`config.mk`:
```
export PLATFORM = sky130hd
export DESIGN_NAME = fetch_stage
export DESIGN_NICKNAME = d
export VERILOG_FILES = /design/src/rtl/fetch_stage_pkg.sv /design/src/rtl/fetch_stage_buf.sv /design/src/rtl/fetch_stage.sv
export SDC_FILE = /design/constraint.sdc
export NUM_CORES = 1
export LEC_CHECK = 0
export BUFFER_PORTS_ARGS = -buffer_cell sky130_fd_sc_hd__buf_2
export CAP_MARGIN = 20
export CORE_AREA = 2 2 97 99
export DETAILED_ROUTE_END_ITERATION = 16
export DIE_AREA = 0 0 99 101
export PLACE_DENSITY = 0.76
export SLEW_MARGIN = 10
export SYNTH_ARGS = -nofsm -noshare
export SYNTH_HDL_FRONTEND = slang
export SYNTH_SLANG_ARGS = --single-unit
```
`constraint.sdc`:
```
create_clock -name clk -period 2.3 [get_ports clk]
set_clock_uncertainty 0.1 [all_clocks]
set_input_delay 0.115 -clock clk [delete_from_list [all_inputs] [get_ports clk]]
set_output_delay 0.115 -clock clk [all_outputs]
set_load 0.03 [all_outputs]
```
`src/rtl/fetch_stage_pkg.sv`:
```
// Shared definitions for the instruction-fetch stage: NOP encoding, FSM states and default width.
package fetch_stage_pkg;

    localparam int unsigned FETCH_WIDTH = 16;
    localparam logic [15:0] NOP_INST    = 16'h0800;

    typedef enum logic [2:0] {
        S_IDLE   = 3'd0,
        S_REQ    = 3'd1,
        S_WAIT   = 3'd2,
        S_FULL   = 3'd3,
        S_HALTED = 3'd4
    } fetch_state_t;

endpackage

```
`src/rtl/fetch_stage_buf.sv`:
```
// One-entry skid register holding a fetched word and its PC+2 while decode is stalled.
module fetch_buf
    import fetch_stage_pkg::*;
#(
    parameter int unsigned WIDTH = FETCH_WIDTH
) (
    input  logic             clk,
    input  logic             rst,
    input  logic             i_load,
    input  logic             i_clear,
    input  logic [WIDTH-1:0] i_data,
    input  logic [WIDTH-1:0] i_pc2,
    output logic             o_valid,
    output logic [WIDTH-1:0] o_data,
    output logic [WIDTH-1:0] o_pc2
);

    logic             r_valid;
    logic [WIDTH-1:0] r_data;
    logic [WIDTH-1:0] r_pc2;

    // Skid entry: clear (unload or flush) wins over a new load.
    always_ff @(posedge clk or posedge rst) begin
        if (rst) begin
            r_valid <= 1'b0;
            r_data  <= {WIDTH{1'b0}};
            r_pc2   <= {WIDTH{1'b0}};
        end else if (i_clear) begin
            r_valid <= 1'b0;
        end else if (i_load) begin
            r_valid <= 1'b1;
            r_data  <= i_data;
            r_pc2   <= i_pc2;
        end else begin
            r_valid <= r_valid;
        end
    end

    assign o_valid = r_valid;
    assign o_data  = r_data;
    assign o_pc2   = r_pc2;

endmodule

```
`src/rtl/fetch_stage.sv`:
```
// Instruction-fetch controller with IF/ID pipeline register; single outstanding imem read,
// drives the PC hold input so the PC advances only when a fetched word is accepted.
module fetch_stage
    import fetch_stage_pkg::*;
#(
    parameter int unsigned WIDTH   = FETCH_WIDTH,
    parameter int unsigned TIMEOUT = 15
) (
    input  logic             clk,
    input  logic             rst,
    input  logic [WIDTH-1:0] fetch_addr,
    output logic [WIDTH-1:0] imem_addr,
    output logic             imem_rd,
    input  logic [WIDTH-1:0] imem_data,
    input  logic             imem_done,
    input  logic             imem_stall,
    input  logic             id_stall,
    input  logic             flush,
    input  logic             halt,
    output logic [WIDTH-1:0] inst_out,
    output logic [WIDTH-1:0] pc2_out,
    output logic             inst_valid,
    output logic             pc_hold,
    output logic             err
);

    localparam logic [WIDTH-1:0] NOP_W        = WIDTH'(NOP_INST);
    localparam logic [WIDTH-1:0] PC_INC       = {{(WIDTH-2){1'b0}}, 2'b10};
    localparam logic [15:0]      TIMEOUT_LAST = (TIMEOUT == 0) ? 16'd0 : 16'(TIMEOUT - 1);

    fetch_state_t     r_state;
    fetch_state_t     w_next_state;
    logic [WIDTH-1:0] r_inst;
    logic [WIDTH-1:0] r_pc2;
    logic             r_valid;
    logic             r_err;
    logic             r_drop;
    logic             r_halted;
    logic [15:0]      r_timer;

    logic             w_halt_req;
    logic             w_can_load;
    logic             w_capture;
    logic             w_ifid_load;
    logic             w_ifid_from_buf;
    logic             w_buf_load;
    logic             w_buf_clear;
    logic             w_set_err;
    logic             w_drop_set;
    logic             w_drop_clr;
    logic [WIDTH-1:0] w_fetch_pc2;
    logic [WIDTH-1:0] w_ifid_data;
    logic [WIDTH-1:0] w_ifid_pc2;
    logic             w_buf_valid;
    logic [WIDTH-1:0] w_buf_data;
    logic [WIDTH-1:0] w_buf_pc2;

    assign imem_addr   = fetch_addr;
    assign w_halt_req  = halt | r_halted;
    assign w_can_load  = !r_valid || !id_stall;
    assign w_fetch_pc2 = fetch_addr + PC_INC;
    assign w_ifid_data = w_ifid_from_buf ? w_buf_data : imem_data;
    assign w_ifid_pc2  = w_ifid_from_buf ? w_buf_pc2 : w_fetch_pc2;

    fetch_buf #(.WIDTH(WIDTH)) u_buf (
        .clk     (clk),
        .rst     (rst),
        .i_load  (w_buf_load),
        .i_clear (w_buf_clear),
        .i_data  (imem_data),
        .i_pc2   (w_fetch_pc2),
        .o_valid (w_buf_valid),
        .o_data  (w_buf_data),
        .o_pc2   (w_buf_pc2)
    );

    // Next-state, memory request, PC hold and datapath control.
    always_comb begin
        w_next_state    = r_state;
        imem_rd         = 1'b0;
        pc_hold         = 1'b1;
        w_capture       = 1'b0;
        w_ifid_load     = 1'b0;
        w_ifid_from_buf = 1'b0;
        w_buf_load      = 1'b0;
        w_buf_clear     = 1'b0;
        w_set_err       = 1'b0;
        w_drop_set      = 1'b0;
        w_drop_clr      = 1'b0;
        case (r_state)
            S_IDLE: begin
                if (flush) begin
                    pc_hold = 1'b0;
                end else begin
                    pc_hold = 1'b1;
                end
                w_next_state = w_halt_req ? S_HALTED : S_REQ;
            end
            S_REQ: begin
                if (flush) begin
                    pc_hold = 1'b0;
                end else if (w_halt_req) begin
                    w_next_state = S_HALTED;
                end else if (fetch_addr[0]) begin
                    w_set_err    = 1'b1;
                    w_next_state = S_HALTED;
                end else begin
                    imem_rd = 1'b1;
                    if (imem_stall) begin
                        w_next_state = S_REQ;
                    end else if (imem_done) begin
                        w_capture = 1'b1;
                    end else begin
                        w_next_state = S_WAIT;
                    end
                end
            end
            S_WAIT: begin
                if (flush) begin
                    pc_hold = 1'b0;
                    if (imem_done) begin
                        w_drop_clr   = 1'b1;
                        w_next_state = w_halt_req ? S_HALTED : S_REQ;
                    end else begin
                        w_drop_set = 1'b1;
                    end
                end else if (imem_done) begin
                    if (r_drop) begin
                        w_drop_clr   = 1'b1;
                        w_next_state = w_halt_req ? S_HALTED : S_REQ;
                    end else begin
                        w_capture = 1'b1;
                    end
                end else if ((TIMEOUT != 0) && (r_timer == TIMEOUT_LAST)) begin
                    w_set_err    = 1'b1;
                    w_next_state = S_HALTED;
                end else begin
                    w_next_state = S_WAIT;
                end
            end
            S_FULL: begin
                if (flush) begin
                    pc_hold      = 1'b0;
                    w_buf_clear  = 1'b1;
                    w_next_state = w_halt_req ? S_HALTED : S_REQ;
                end else if (!id_stall) begin
                    pc_hold         = 1'b0;
                    w_buf_clear     = 1'b1;
                    w_ifid_load     = w_buf_valid;
                    w_ifid_from_buf = 1'b1;
                    w_next_state    = w_halt_req ? S_HALTED : S_REQ;
                end else begin
                    w_next_state = S_FULL;
                end
            end
            S_HALTED: begin
                w_next_state = S_HALTED;
            end
            default: begin
                w_next_state = S_IDLE;
            end
        endcase

        // A completed, non-discarded read goes to IF/ID if decode can take it, else to the skid entry.
        if (w_capture) begin
            if (w_can_load) begin
                w_ifid_load  = 1'b1;
                pc_hold      = 1'b0;
                w_next_state = w_halt_req ? S_HALTED : S_REQ;
            end else begin
                w_buf_load   = 1'b1;
                w_next_state = S_FULL;
            end
        end else begin
            w_buf_load = 1'b0;
        end
    end

    // FSM state register.
    always_ff @(posedge clk or posedge rst) begin
        if (rst) begin
            r_state <= S_IDLE;
        end else begin
            r_state <= w_next_state;
        end
    end

    // IF/ID register: flush beats load, load beats decode consumption.
    always_ff @(posedge clk or posedge rst) begin
        if (rst) begin
            r_inst  <= NOP_W;
            r_pc2   <= {WIDTH{1'b0}};
            r_valid <= 1'b0;
        end else if (flush) begin
            r_inst  <= NOP_W;
            r_valid <= 1'b0;
        end else if (w_ifid_load) begin
            r_inst  <= w_ifid_data;
            r_pc2   <= w_ifid_pc2;
            r_valid <= 1'b1;
        end else if (r_valid && !id_stall) begin
            r_inst  <= NOP_W;
            r_valid <= 1'b0;
        end else begin
            r_valid <= r_valid;
        end
    end

    // Sticky error/halt flags, discard marker for a flushed in-flight read, and WAIT watchdog.
    always_ff @(posedge clk or posedge rst) begin
        if (rst) begin
            r_err    <= 1'b0;
            r_halted <= 1'b0;
            r_drop   <= 1'b0;
            r_timer  <= 16'd0;
        end else begin
            r_err    <= r_err | w_set_err;
            r_halted <= r_halted | halt;
            if (w_drop_set) begin
                r_drop <= 1'b1;
            end else if (w_drop_clr) begin
                r_drop <= 1'b0;
            end else begin
                r_drop <= r_drop;
            end
            if (r_state == S_WAIT) begin
                r_timer <= r_timer + 16'd1;
            end else begin
                r_timer <= 16'd0;
            end
        end
    end

    assign inst_out   = r_inst;
    assign pc2_out    = r_pc2;
    assign inst_valid = r_valid;
    assign err        = r_err;

endmodule

```
Word-level counts from Yosys, hierarchy flattened
Index checks and enable logic that the tools add are counted.
{"block": "classes", "n_reduce_logical": 12, "mux": 74, "bitwise_logic": 4, "add_sub_neg": 2, "n_eq_ne": 9}
{"cell": "$mux W16", "n": 6}
{"cell": "$mux W1", "n": 49}
{"cell": "$mux W3", "n": 15}
{"cell": "$add A16 B1 Y16 const B", "n": 1}
{"cell": "$add A16 B2 Y16 const B", "n": 1}
{"cell": "$eq A16 B4 Y1 const B", "n": 1}
{"cell": "$pmux W3 S5", "n": 1}
{"cell": "$eq A3 B2 Y1 const B", "n": 2}
{"cell": "$ne A6 B6 Y1 const B", "n": 1}
{"cell": "$pmux W1 S2", "n": 3}
{"cell": "$ne A5 B5 Y1 const B", "n": 1}
{"cell": "$ne A4 B4 Y1 const B", "n": 1}
{"cell": "$reduce_and A2 Y1", "n": 2}
{"cell": "$reduce_and A4 Y1", "n": 1}
{"cell": "$reduce_bool A2 Y1", "n": 2}
{"cell": "$eq A3 B1 Y1 const B", "n": 1}
{"cell": "$eq A3 B3 Y1 const B", "n": 1}
{"cell": "$logic_not A3 Y1", "n": 1}
{"cell": "$ne A3 B3 Y1 const B", "n": 1}
{"cell": "$reduce_bool A3 Y1", "n": 1}
{"cell": "$reduce_or A3 Y1", "n": 1}
{"cell": "$logic_not A1 Y1", "n": 2}
{"cell": "$not A1 Y1", "n": 2}
{"cell": "$or A1 B1 Y1", "n": 2}
{"cell": "other kinds (2)", "n": 2}
{"block": "totals", "input_bits": 39, "wordCells": 112, "register_bits": 88, "output_inout_bits": 52}

Longest topological paths before layout
{"block": "logic_depth", "word_depth": 9, "depth_mapped": 9, "ltp_nobuf": 7}

Hierarchy
A second synthesis with hierarchy kept.
{"block": "hier_totals", "hier_cells": 421, "hier_area_um2": 4600.7}
{"mod": "fetch_stage", "seq_area_each_um2": 1377.6, "n_inst": 1, "area_per_inst_um2": 3205.6, "cells_per_inst": 348}
{"mod": "fetch_buf", "seq_area_each_um2": 825.8, "n_inst": 1, "area_per_inst_um2": 1395.1, "cells_per_inst": 73}

Least setup slack after synthesis
No wires, ideal clock.
{"block": "synth_timing", "path_type": "reg-to-reg", "startpoint": "reg r_halted", "endpoint": "reg u_buf.r_data[10], in the netlist u_buf.o_data[10]", "arrival_ns": 1.903, "stages_incl_launch_ff": 6, "period_less_slack_ns": 2.128, "t_required_ns": 2.075, "n_path_buf": 1, "setup_ns": 0.125, "path_slack_ns": 0.172, "cell_sequence": "dfrtp_1 -> or4_4 -> o32a_4 -> nor3_4 -> buf_6 -> mux2_2"}
{"block": "synth_between", "elab_chain_len": 6}
{"element": "from (decl)", "line_no": "fetch_stage.sv:38", "rtl": "logic r_halted;"}
{"element": "from (signal assigned)", "line_no": "fetch_stage.sv:218", "rtl": "r_halted <= r_halted | halt;"}
{"element": "$or A1 B1 Y1", "line_no": "fetch_stage.sv:59", "rtl": "assign w_halt_req = halt | r_halted;"}
{"element": "$mux W1", "line_no": "fetch_stage.sv:102", "rtl": "end else if (w_halt_req) begin"}
{"element": "$mux W1", "line_no": "fetch_stage.sv:100", "rtl": "if (flush) begin"}
{"element": "$pmux W1 S2", "line_no": "fetch_stage.sv:90", "rtl": "case (r_state)"}
{"element": "$mux W1", "line_no": "fetch_stage.sv:165", "rtl": "if (w_capture) begin"}
{"element": "$reduce_and A2 Y1 (no line)"}
{"element": "to (signal assigned)", "line_no": "fetch_stage_buf.sv:26", "rtl": "r_data <= {WIDTH{1'b0}};"}
{"element": "to (signal assigned)", "line_no": "fetch_stage_buf.sv:32", "rtl": "r_data <= i_data;"}
{"element": "to (decl)", "line_no": "fetch_stage_buf.sv:19", "rtl": "logic [WIDTH-1:0] r_data;"}
Every way passes these cells.
A chain may end at the register's enable or synchronous reset.

Worst setup path after layout
{"block": "layout_timing", "startpoint": "reg r_halted", "endpoint": "out pc_hold"}
{"block": "layout_between", "elab_chain_len": 5}
{"element": "$or A1 B1 Y1", "line_no": "fetch_stage.sv:59"}
{"element": "$mux W1", "line_no": "fetch_stage.sv:102"}
{"element": "$mux W1", "line_no": "fetch_stage.sv:100"}
{"element": "$pmux W1 S2", "line_no": "fetch_stage.sv:90"}
{"element": "$mux W1", "line_no": "fetch_stage.sv:165"}
{"element": "to (decl)", "line_no": "fetch_stage.sv:23", "rtl": "output logic pc_hold,"}
Every way passes these cells.

==> results.yml <==
grt:
  grt_pass1_wl_um: 16300
  antenna_found_initial: 0
  grt_util_all_layers_pct: 20.4
  grt_pass1_vias: 3453
  grt_max_degree: 38
  overflow: 0
floorplanning:
  num_rows: 35
  die_area_um2: 10000
  coreArea_um2: 8980
  ios: 91
  die_h_um: 101
  start_util_pct: 49.0
  die-width_um: 99
hold_path:
  holdPathEnd: "inst_valid$_DFFE_PP0P_"
  min_path_type: "in -> reg"
  whs_path_depth: 2
  min_from: "flush"
worst_setup_path:
  r2r_cells: 5
  reg2reg_slack_ns: 0.12
  r2r_start: "r_halted$_DFF_PP0_"
  path_max_fanout: 4
  endpoint_kind: "primary output"
  critPathKind: "reg -> out"
  critical_path.startpoint_type: "flop"
  worstReg2RegEnd: "u_buf.o_data[13]$_DFFE_PP0P_"
  cp_data_required_time_ns: 2.09
  critPathArrivalTime_ns: 2.00
power:
  p_switching_uw: 779
  power_frac_comb_pct: 11.0
  p_int_uw: 2230
  p_sw_share_pct: 25.9
  power_density_nw_per_um2: 560
  vdd_drop_max_mv: 0.281
  pwr-share-clk_pct: 36.3
  seq_power_share_pct: 52.7
  p_leak_uw: 0.00269
routing:
  route.vias.total: 3489
  first_pass_iters: 4
  drtAntennaViolNets: 0
  routed_via_density: 5.49
  drc: 0
  wirelength_um: 9780
  drt-wirelength-per-cell_um: 15.4
  dr.first_iter.drc_count: 152
sta:
  slew_headroom_pct: 56.4
  worstMarginPinSlew_ns: 0.653
  rsz0062_at_grt: "no"
  maxSlewViolCount: 0
  finalSetupViolations: 0
  fmax_mhz: 452
  hold_viol_final: 0
  finalCriticalPeriod_ns: 2.21
  period_share_pct: 96.3
  finalSetupTns_ns: 0
run_status:
  status: "complete, no violations"
cts:
  cts_tree: "done"
  cts_sinks: 88
  numCtsBuffers: 9
  htreeDepth: 3
  clockRootBuffer: "clkbuf_8"
  clk_path_buf_depth: 2
  clk_pin_slew_ns: 0.08
  postCtsSetupBuffers: 0
  insertion_delay_ns: 0.35
run:
  maxCapViolCount: 0
logic_synthesis:
  synth.yosys.seq_area_share_pct: 50.1
  netlist_area_um2: 4400
  yosysWarnings: 0
  synth_edf_count: 0
  synthCells: 419
  synth_cell_type_count: 48
  synthFlopType: "dfrtp_1"
  ys_ff_latch: 88
  syn_area_per_cell_um2: 10.5
  async_flop_share_pct: 100
  synth_nets: 461
finish:
  nets: 561
  drive_gt1_share_pct: 30.0
  final_cell_mix: "buf_2, dfrtp_1, nor2_1, nand2_1, dlygate4sd3_1"
  seqCellArea_um2: 2200
  diodes: 0
  stdcell_area_um2: 5380
  final_common_cell: "buf_2"
  area_growth_syn_to_layout_pct: 22.2
  nFillCells: 729
  multi_input_area_um2: 1960
place:
  portBuffers: 90
  hpwl_um: 6880
  gp_congestion: 0.917
  postPlaceCellArea_um2: 4950
-- power by group through the flow --
stage          registers, µW  clock network [µW]  logic (µW)
3_5_place_dp            1620                   0         307
3_3_place_gp            1620                   0         301
2_1_floorplan           1670                   0         144
6_report                1590                1090         332
5_1_grt                 1590                1190         362
4_1_cts                 1590                1120         334
-- through the flow --
stage	power (µW)	cells	worst slack [ns]	utilization (%)	hold slack, ns
CTS	3040	635	0.0116	59.8	0.00342
global route	3140	635	0.0292	59.9	0.0269
floorplan	1810	419	0.172	-	0.0882
global placement	1920	599	0.126	55.2	0.123
detailed placement	1920	599	0.0712	55.2	0.141
finish	3010	635	0.0862	59.9	0.0171
-- layer usage --
metal,vias up,GRT usage [%],part of all wire [%]
met2,94,34.2,50
met5,-,0,0
met1,1694,26.5,44
li1,1686,-,-
met3,15,4.09,4.4
met4,0,7.38,1.8
-- final cells by class --
cell class	count	area share, %
inverter	8	0.628
sequential	88	41.0
multi-input combinational	285	36.4
clock buffer	11	2.63
tap	111	2.58
timing repair buffer	127	15.6
clock inverter	5	1.19
-- timing repair --
action,CTS,global route
endpoints found under the hold margin,59,0
endpoints found under the setup margin,1,28
hold buffers,20,0
pin swaps,0,1
resized for setup,2,2
-- sequential cells by signal, indices dropped and copies added, names as in the netlist --
register / count
r_timer: 16
u_buf.o_pc2: 16
u_buf.o_valid: 1
inst_valid: 1
err: 1
r_halted: 1
pc2_out: 16
r_drop: 1
r_state: 3
u_buf.o_data: 16
inst_out: 16
-- kinds of logic after synthesis --
logic type | share of synthesized area, %
simple gates | 15.0
compound gates | 14.6
flops | 50.1
mux | 8.73
xor+xnor | 4.58
buf+inv | 6.06
fa+ha+maj | 0.853
-- synthesized netlist by cell type, drive strengths merged, types with 3 or more instances --
library cell,number,area (µm²)
a21oi,23,138
mux2,19,214
mux2i,17,170
and3,3,18.8
o2bb2ai,15,131
xnor2,12,105
a31oi,4,25.0
o31ai,3,22.5
o21ai,15,75.1
nor2,44,165
nor2b,3,18.8
buf,30,206
a211oi,12,90.1
nand4,7,43.8
dfrtp,87,2180
xor2,11,96.3
nand2,23,86.3
inv,8,30.0
nor3,14,81.3
nand2b,4,25.0
nand3,11,55.1
ha,3,37.5
nor4,7,43.8
or3,6,37.5
clkbuf,8,30.0
a21o,10,75.1
-- worst max path at each step --
stage	start	to	slack, ns	cells past startpoint
finish	r_halted$_DFF_PP0_	pc_hold	0.09	5
global route	r_halted$_DFF_PP0_	pc_hold	0.03	5
CTS	r_halted$_DFF_PP0_	pc_hold	0.01	5
detailed placement	r_halted$_DFF_PP0_	u_buf.o_data[3]$_DFFE_PP0P_	0.07	5
global placement	r_halted$_DFF_PP0_	u_buf.o_data[8]$_DFFE_PP0P_	0.13	5
floorplan	r_halted$_DFF_PP0_	u_buf.o_data[10]$_DFFE_PP0P_	0.17	5
-- critical path, cell delays in order, from the launching register on --
cell       delay, ns
dfrtp_1         0.39
or4_4           0.46
o32a_4          0.35
o22ai_2         0.17
a2bb2oi_1       0.10
buf_4           0.18
Note: power is estimated with default switching activity, not from simulation.
